==> src/rtl/ram_uart_streamer_pkg.sv <==
// Shared definitions for the RAM-to-UART drain engine: FSM encoding,
// default widths and the byte-lane helper.
package ram_uart_streamer_pkg;

  localparam int unsigned ADDR_W_DEF = 16;
  localparam int unsigned DATA_W_DEF = 16;
  localparam int unsigned IMG_LEN    = 16384;

  typedef enum logic [3:0] {
    ST_IDLE    = 4'd0,
    ST_RD_REQ  = 4'd1,
    ST_RD_WAIT = 4'd2,
    ST_TX_LO   = 4'd3,
    ST_WAIT_LO = 4'd4,
    ST_TX_HI   = 4'd5,
    ST_WAIT_HI = 4'd6,
    ST_NEXT    = 4'd7,
    ST_FIN     = 4'd8
  } state_e;

  function automatic logic [7:0] byte_sel(input logic [15:0] word, input logic hi);
    byte_sel = hi ? word[15:8] : word[7:0];
  endfunction

endpackage

==> src/rtl/ram_uart_streamer.sv <==
// Streams LEN words from the data RAM to the UART transmitter, one byte
// per tx handshake; start/busy/done control with abort.
module ram_uart_streamer
  import ram_uart_streamer_pkg::*;
#(
  parameter int unsigned ADDR_W   = ADDR_W_DEF,
  parameter int unsigned DATA_W   = DATA_W_DEF,
  parameter int unsigned LEN      = IMG_LEN,
  parameter int unsigned BASE     = 0,
  parameter bit          TWO_BYTE = 1'b0
) (
  input  logic              clk,
  input  logic              reset,
  input  logic              start,
  input  logic              abort,
  output logic              busy,
  output logic              done,
  output logic              ram_en,
  output logic              ram_we,
  output logic [ADDR_W-1:0] ram_addr,
  input  logic [DATA_W-1:0] ram_rdata,
  output logic              tx_start,
  output logic [7:0]        tx_in,
  input  logic              tx_done_tick,
  output logic [ADDR_W-1:0] word_cnt
);

  localparam logic [ADDR_W-1:0] BASE_A = ADDR_W'(BASE);
  localparam logic [ADDR_W:0]   LEN_C  = (ADDR_W+1)'(LEN);

  state_e            state_q, state_d;
  logic [ADDR_W-1:0] ram_addr_q, ram_addr_d;
  logic [ADDR_W-1:0] word_cnt_q, word_cnt_d;
  logic [15:0]       word_q, word_d;
  logic [7:0]        tx_in_q, tx_in_d;
  logic              busy_q, done_q, ram_en_q, tx_start_q;
  logic [ADDR_W:0]   cnt_next_s;

  // Extra MSB so a full 2^ADDR_W run still terminates on the compare.
  assign cnt_next_s = {1'b0, word_cnt_q} + {{ADDR_W{1'b0}}, 1'b1};

  // Next-state, counter and byte-register logic.
  always_comb begin
    state_d    = state_q;
    ram_addr_d = ram_addr_q;
    word_cnt_d = word_cnt_q;
    word_d     = word_q;
    tx_in_d    = tx_in_q;
    case (state_q)
      ST_IDLE: begin
        if (start && !abort) begin
          word_cnt_d = '0;
          ram_addr_d = BASE_A;
          state_d    = (LEN == 0) ? ST_FIN : ST_RD_REQ;
        end else begin
          state_d = ST_IDLE;
        end
      end
      ST_RD_REQ:  state_d = ST_RD_WAIT;
      ST_RD_WAIT: begin
        word_d  = 16'(ram_rdata);
        tx_in_d = byte_sel(16'(ram_rdata), 1'b0);
        state_d = ST_TX_LO;
      end
      ST_TX_LO:   state_d = ST_WAIT_LO;
      ST_WAIT_LO: begin
        if (tx_done_tick) begin
          if (TWO_BYTE) begin
            tx_in_d = byte_sel(word_q, 1'b1);
            state_d = ST_TX_HI;
          end else begin
            state_d = ST_NEXT;
          end
        end else begin
          state_d = ST_WAIT_LO;
        end
      end
      ST_TX_HI:   state_d = ST_WAIT_HI;
      ST_WAIT_HI: state_d = tx_done_tick ? ST_NEXT : ST_WAIT_HI;
      ST_NEXT: begin
        word_cnt_d = cnt_next_s[ADDR_W-1:0];
        ram_addr_d = ram_addr_q + {{(ADDR_W-1){1'b0}}, 1'b1};
        state_d    = (cnt_next_s == LEN_C) ? ST_FIN : ST_RD_REQ;
      end
      ST_FIN:  state_d = ST_IDLE;
      default: state_d = ST_IDLE;
    endcase
    // Abort discards everything this cycle would have committed.
    if (abort && (state_q != ST_IDLE)) begin
      state_d    = ST_IDLE;
      ram_addr_d = ram_addr_q;
      word_cnt_d = word_cnt_q;
      word_d     = word_q;
      tx_in_d    = tx_in_q;
    end else begin
      state_d = state_d;
    end
  end

  // State, datapath and registered control outputs (decoded from next state).
  always_ff @(posedge clk) begin
    if (reset) begin
      state_q    <= ST_IDLE;
      ram_addr_q <= BASE_A;
      word_cnt_q <= '0;
      word_q     <= 16'h0000;
      tx_in_q    <= 8'h00;
      busy_q     <= 1'b0;
      done_q     <= 1'b0;
      ram_en_q   <= 1'b0;
      tx_start_q <= 1'b0;
    end else begin
      state_q    <= state_d;
      ram_addr_q <= ram_addr_d;
      word_cnt_q <= word_cnt_d;
      word_q     <= word_d;
      tx_in_q    <= tx_in_d;
      busy_q     <= (state_d != ST_IDLE);
      done_q     <= (state_d == ST_FIN);
      ram_en_q   <= (state_d == ST_RD_REQ);
      tx_start_q <= (state_d == ST_TX_LO) || (state_d == ST_TX_HI);
    end
  end

  assign busy     = busy_q;
  assign done     = done_q;
  assign ram_en   = ram_en_q;
  assign ram_we   = 1'b0;
  assign ram_addr = ram_addr_q;
  assign tx_start = tx_start_q;
  assign tx_in    = tx_in_q;
  assign word_cnt = word_cnt_q;

endmodule
==> config.mk <==
export PLATFORM = sky130hd
export DESIGN_NAME = ram_uart_streamer
export DESIGN_NICKNAME = d
export VERILOG_FILES = /design/src/rtl/ram_uart_streamer_pkg.sv /design/src/rtl/ram_uart_streamer.sv
export SDC_FILE = /design/constraint.sdc
export NUM_CORES = 1
export LEC_CHECK = 0
export BUFFER_PORTS_ARGS = -buffer_cell sky130_fd_sc_hd__clkbuf_2
export CORE_ASPECT_RATIO = 1.5
export CORE_MARGIN = 4
export CORE_UTILIZATION = 45
export DETAILED_ROUTE_END_ITERATION = 10
export PLACE_DENSITY_LB_ADDON = 0.2
export SLEW_MARGIN = 20
export SYNTH_ARGS = -nofsm -noshare
export SYNTH_HDL_FRONTEND = slang
export SYNTH_SLANG_ARGS = --single-unit
==> constraint.sdc <==
create_clock -name clk -period 2.6 [get_ports clk]
set_input_delay 0.39 -clock clk [delete_from_list [all_inputs] [get_ports clk]]
set_output_delay 0.39 -clock clk [all_outputs]
set_load 0.02 [all_outputs]
==> results.md <==
- After legalization and detailed placement, the total HPWL measured 4130 um.
- The worst setup timing slack at the placement stage is between 0.2 and 0.3 ns.
- The required time of the worst setup path is between 2 and 3 ns.
- In this run the horizontal extent of the chip is 67.8 um.
- The net switching fraction of the power is approximately a quarter.
- The distinct cell type count of the synthesized netlist is 51.
- The total net switching power is around 320 uW.
- The die is 97.7 um tall.
- Combinational logic is responsible for 8.1% of the overall power.
- The area share of the largest cell type after synthesis is 39.8%.
- Of the total power, the clock network draws 34.9%.
- The count of nets left with antenna violations once routing finished came out at 0.
- The clock passes through at most 2 buffers.
- Entering global routing, the biggest net connects 21 pins.
- Registers take 961 sq um.
- The cell internal power dissipation is ~1 mW.
- The site row count is 32.
- The max-slew violation total from the final report is 0.
- Of all nets on the critical path, the largest fanout is 11.
- Counting the buffers created by CTS gives 5.
- The largest single stage delay on the critical path is 0.52 ns.
- Global routing used 18.2% of the available tracks.
- The total setup violations reported at the end of the flow is 0.
- The fill cell instance count of the final layout is 503.
- The number of synthesized flops with an enable pin is 0.
- The number of antenna violations at the first check in global routing is 0.
- For flop-to-flop paths, the worst setup slack is approximately 0.29 ns.
- The via count of the first global-routing pass came to 2068.
- The number of hold-slack violations in the final timing report is 0.
- The clock tree from TritonCTS is built.
- Setup repair after global routing left no endpoint under its margin.
- The slew at the pin closest to its max-slew limit is 0.520 ns.
- The area of all placed cells without fillers is 0.00285 sq mm.
- 0 antenna diodes ended up in the layout.
- In this run, synthesis produced a sequential element count of 48.
- The net count of the finished layout is 369.
- STA classifies the critical path startpoint as a register.
- The final weighted congestion of routability-driven global placement is 0.812.
- The number of buffers inserted by port buffering is 56.
- For this design, the slowest cell found on the critical path is sky130_fd_sc_hd__dfxtp_1.
- After detailed routing, the average wire length per cell comes to 13.7 um.
- The worst path needs 2.31 ns of the cycle, external delays included.
- In this run the worst hold path is classified as input pin to register.
- Before antenna repair, the detailed router went through 4 iterations.
- The tree is rooted in a sky130_fd_sc_hd__clkbuf_8.
- The path type of the worst setup path is register to register.
- The arrival time at the worst endpoint is 2.53 ns.
- The number of ports placed on the die boundary is 66.
- In this run the tightest slew margin relative to its limit is about 65%.
- Across the run, the number of max-cap violations was 0.
- The area of the mapped netlist is 0.00241 sq mm.
- The core region is 0.00516 sq mm.
- After clock tree synthesis, the clock-pin slew on the worst setup and hold paths is 0.09 ns.
- The first global-routing pass estimated 9540 um of wire.
- The total global routing overflow is 0.
- The depth of the CTS H-tree is 2.
- The least setup slack across all paths after layout is 0.289 ns.
- The biggest area contributor in the post-synthesis netlist is sky130_fd_sc_hd__dfxtp_1.
- The critical path goes through ha_1 -> and3_1 -> nand3_1 -> nor2_1 -> o2111ai_2 -> or3_4 -> a41oi_2.
- The share of synthesized flip-flops with an asynchronous set or reset is 0%.
- The clock insertion delay at the later pin of the skew report is ~0.3 ns.
- Counting every sink on the clock net gives 48.
- IR analysis of the VDD net gives a maximum drop of 263 uV.
- The mean instance size in the synthesized netlist is 8.32 sq um.
- The number of DRC markers in iteration 0 is 59.
- For this run, design rule violations remaining after detail routing come to 0.
- The share of the Yosys chip area taken by registers is 39.8%.
- The buffer count from post-CTS setup fixing is 0.
- The count of vias placed by the detailed router is 2240.
- Sorting the synthesized cells by area gives the leading types as sky130_fd_sc_hd__dfxtp_1, sky130_fd_sc_hd__nor2_1, sky130_fd_sc_hd__a21oi_1, sky130_fd_sc_hd__mux2i_1, sky130_fd_sc_hd__and3_1.
- After layout, the worst path uses 88.9% of the clock period.
- Sequential cells account for 57.0% of the total power.
- Synthesis produced a netlist with a net count of 314.
- Derived from the worst setup path, the maximum achievable clock frequency is 433 MHz.
- The die covers 0.00662 sq mm.
- The final wirelength is 5660 um.
- In the final layout, the share of cells above drive strength 1 is a little under a quarter.
- The post-synthesis to final-layout area growth is 18.3%.
- Once the floorplan was initialized, standard cells occupied between 40% and 50% of the core.
- The most used flip-flop cell after synthesis is sky130_fd_sc_hd__dfxtp_1.
- The leakage power total is 1.15 nW.
- The type of element capturing the critical path is a register.
- The total power per unit cell area is 464 mW/mm^2.
- Setup total negative slack on the finished layout was measured at 0 ns.
- The footprint of the multi-input gates is 0.00137 sq mm.
- The total cell area at the placement stage is 0.00276 sq mm.
- The via density per instance is 5.41.
- The run finished with clean final reports.
- The Yosys step of the flow raised 0 warnings.
- The number of standard cells after synthesis is 290.
- Across the routed clock network, the largest skew measured is 0.00646 ns.
-- cells in the mapped netlist, types with 2 or more instances --
master                     number
sky130_fd_sc_hd__a211oi_1       4
sky130_fd_sc_hd__a21oi_1       21
sky130_fd_sc_hd__a311oi_1       2
sky130_fd_sc_hd__a31oi_1        4
sky130_fd_sc_hd__and3_1        14
sky130_fd_sc_hd__buf_2          2
sky130_fd_sc_hd__buf_6          2
sky130_fd_sc_hd__clkbuf_1      10
sky130_fd_sc_hd__dfxtp_1       48
sky130_fd_sc_hd__ha_1           3
sky130_fd_sc_hd__inv_1          2
sky130_fd_sc_hd__mux2i_1        9
sky130_fd_sc_hd__nand2_1       22
sky130_fd_sc_hd__nand2b_1       2
sky130_fd_sc_hd__nand3_1       13
sky130_fd_sc_hd__nand4_1        6
sky130_fd_sc_hd__nand4b_1       2
sky130_fd_sc_hd__nor2_1        51
sky130_fd_sc_hd__nor3_1         6
sky130_fd_sc_hd__nor3b_1        4
sky130_fd_sc_hd__nor4_1         2
sky130_fd_sc_hd__o21ai_0       12
sky130_fd_sc_hd__o31ai_1        4
sky130_fd_sc_hd__or3_1          3
sky130_fd_sc_hd__xnor2_1        7
sky130_fd_sc_hd__xor2_1        10
-- stage by stage --
stage               total power [mW]  hold WS, ns  util, %  instances
floorplan                      0.843        0.469        -        290
global placement               0.880        0.475     53.3        406
detailed placement             0.881        0.485     53.3        406
CTS                             1.34        0.318     55.2        414
global route                    1.39        0.329     55.3        414
finish                          1.33        0.323     55.3        414
-- what timing repair did --
action | CTS | global route
setup endpoints to repair | 0 | 1
resized for setup | 0 | 1
hold buffers | 0 | 0
-- sequential cells by signal, summed over array words and instances, names as in the netlist --
register,count
ram_addr,16
tx_in,8
tx_start,1
busy,1
done,1
word_cnt,16
ram_en,1
state_q,4
-- final cells by class --
type	count	share of cell area (%)
clock inverters	1	0.263
multi-input cells	224	47.9
clock buffers	7	3.02
inverters	2	0.263
flip-flops and latches	48	33.7
well taps	68	2.98
repair buffers	64	11.9
-- worst paths after layout --
kind	startpoint	end	cells after the start
worst max-delay path	word_cnt[0]	busy	7
worst min register to register	tx_in[0]	tx_in[0]	2
worst max register to register	word_cnt[0]	busy	7
worst min-delay path	ram_rdata[0]	tx_in[0]	3
-- cells in the final DEF (no fill, tap or decap), types with 2 or more instances in the layout --
cell,synthesis,layout
sky130_fd_sc_hd__nand2_1,22,22
sky130_fd_sc_hd__clkbuf_2,1,56
sky130_fd_sc_hd__nand3_1,13,13
sky130_fd_sc_hd__or3_1,3,3
sky130_fd_sc_hd__a21oi_1,21,21
sky130_fd_sc_hd__a31oi_1,4,4
sky130_fd_sc_hd__nor4_1,2,2
sky130_fd_sc_hd__nor2_1,51,51
sky130_fd_sc_hd__a311oi_1,2,2
sky130_fd_sc_hd__nand2b_1,2,2
sky130_fd_sc_hd__and3_1,14,14
sky130_fd_sc_hd__xor2_1,10,10
sky130_fd_sc_hd__mux2i_1,9,9
sky130_fd_sc_hd__nor3_1,6,6
sky130_fd_sc_hd__ha_1,3,3
sky130_fd_sc_hd__nand4b_1,2,2
sky130_fd_sc_hd__inv_1,2,2
sky130_fd_sc_hd__buf_4,1,8
sky130_fd_sc_hd__nand4_1,6,6
sky130_fd_sc_hd__dfxtp_1,48,48
sky130_fd_sc_hd__nor3b_1,4,4
sky130_fd_sc_hd__o21ai_0,12,12
sky130_fd_sc_hd__xnor2_1,7,7
sky130_fd_sc_hd__clkbuf_8,0,6
sky130_fd_sc_hd__a211oi_1,4,4
sky130_fd_sc_hd__o31ai_1,4,3
-- metal layers --
layer,track usage (%),up-vias,wire length (um)
met1,21.2,1032,2360
li1,-,1142,-
met3,3.24,6,303
met5,0,-,0
met2,32.4,60,2930
met4,5.36,0,78
-- worst max-delay path, delay by kind of cell (launching register included) --
kind / cells / cell delay [ns]
flops: 1 / 0.52
fa+ha+maj: 1 / 0.31
simple gates: 4 / 1.06
compound gates: 2 / 0.33
-- power by group through the flow --
stage / logic, mW / clock network (mW) / registers (mW)
after floorplan: 0.0614 / 0 / 0.782
after global placement: 0.107 / 0 / 0.773
after detailed placement: 0.108 / 0 / 0.773
after CTS: 0.109 / 0.480 / 0.755
after global routing: 0.118 / 0.514 / 0.758
final: 0.107 / 0.463 / 0.755
-- logic make-up after synthesis --
family	after synthesis	share of synthesized area [%]
AND/OR/NAND/NOR	134	28.2
XOR/XNOR	17	6.17
buffers and inverters	18	3.73
multiplexers	10	4.20
other	1	0.155
AO/OA/AOI/OAI	59	16.1
adder cells (fa/ha/maj)	3	1.56
flip-flops	48	39.8
(Power assumes the default switching activity.)
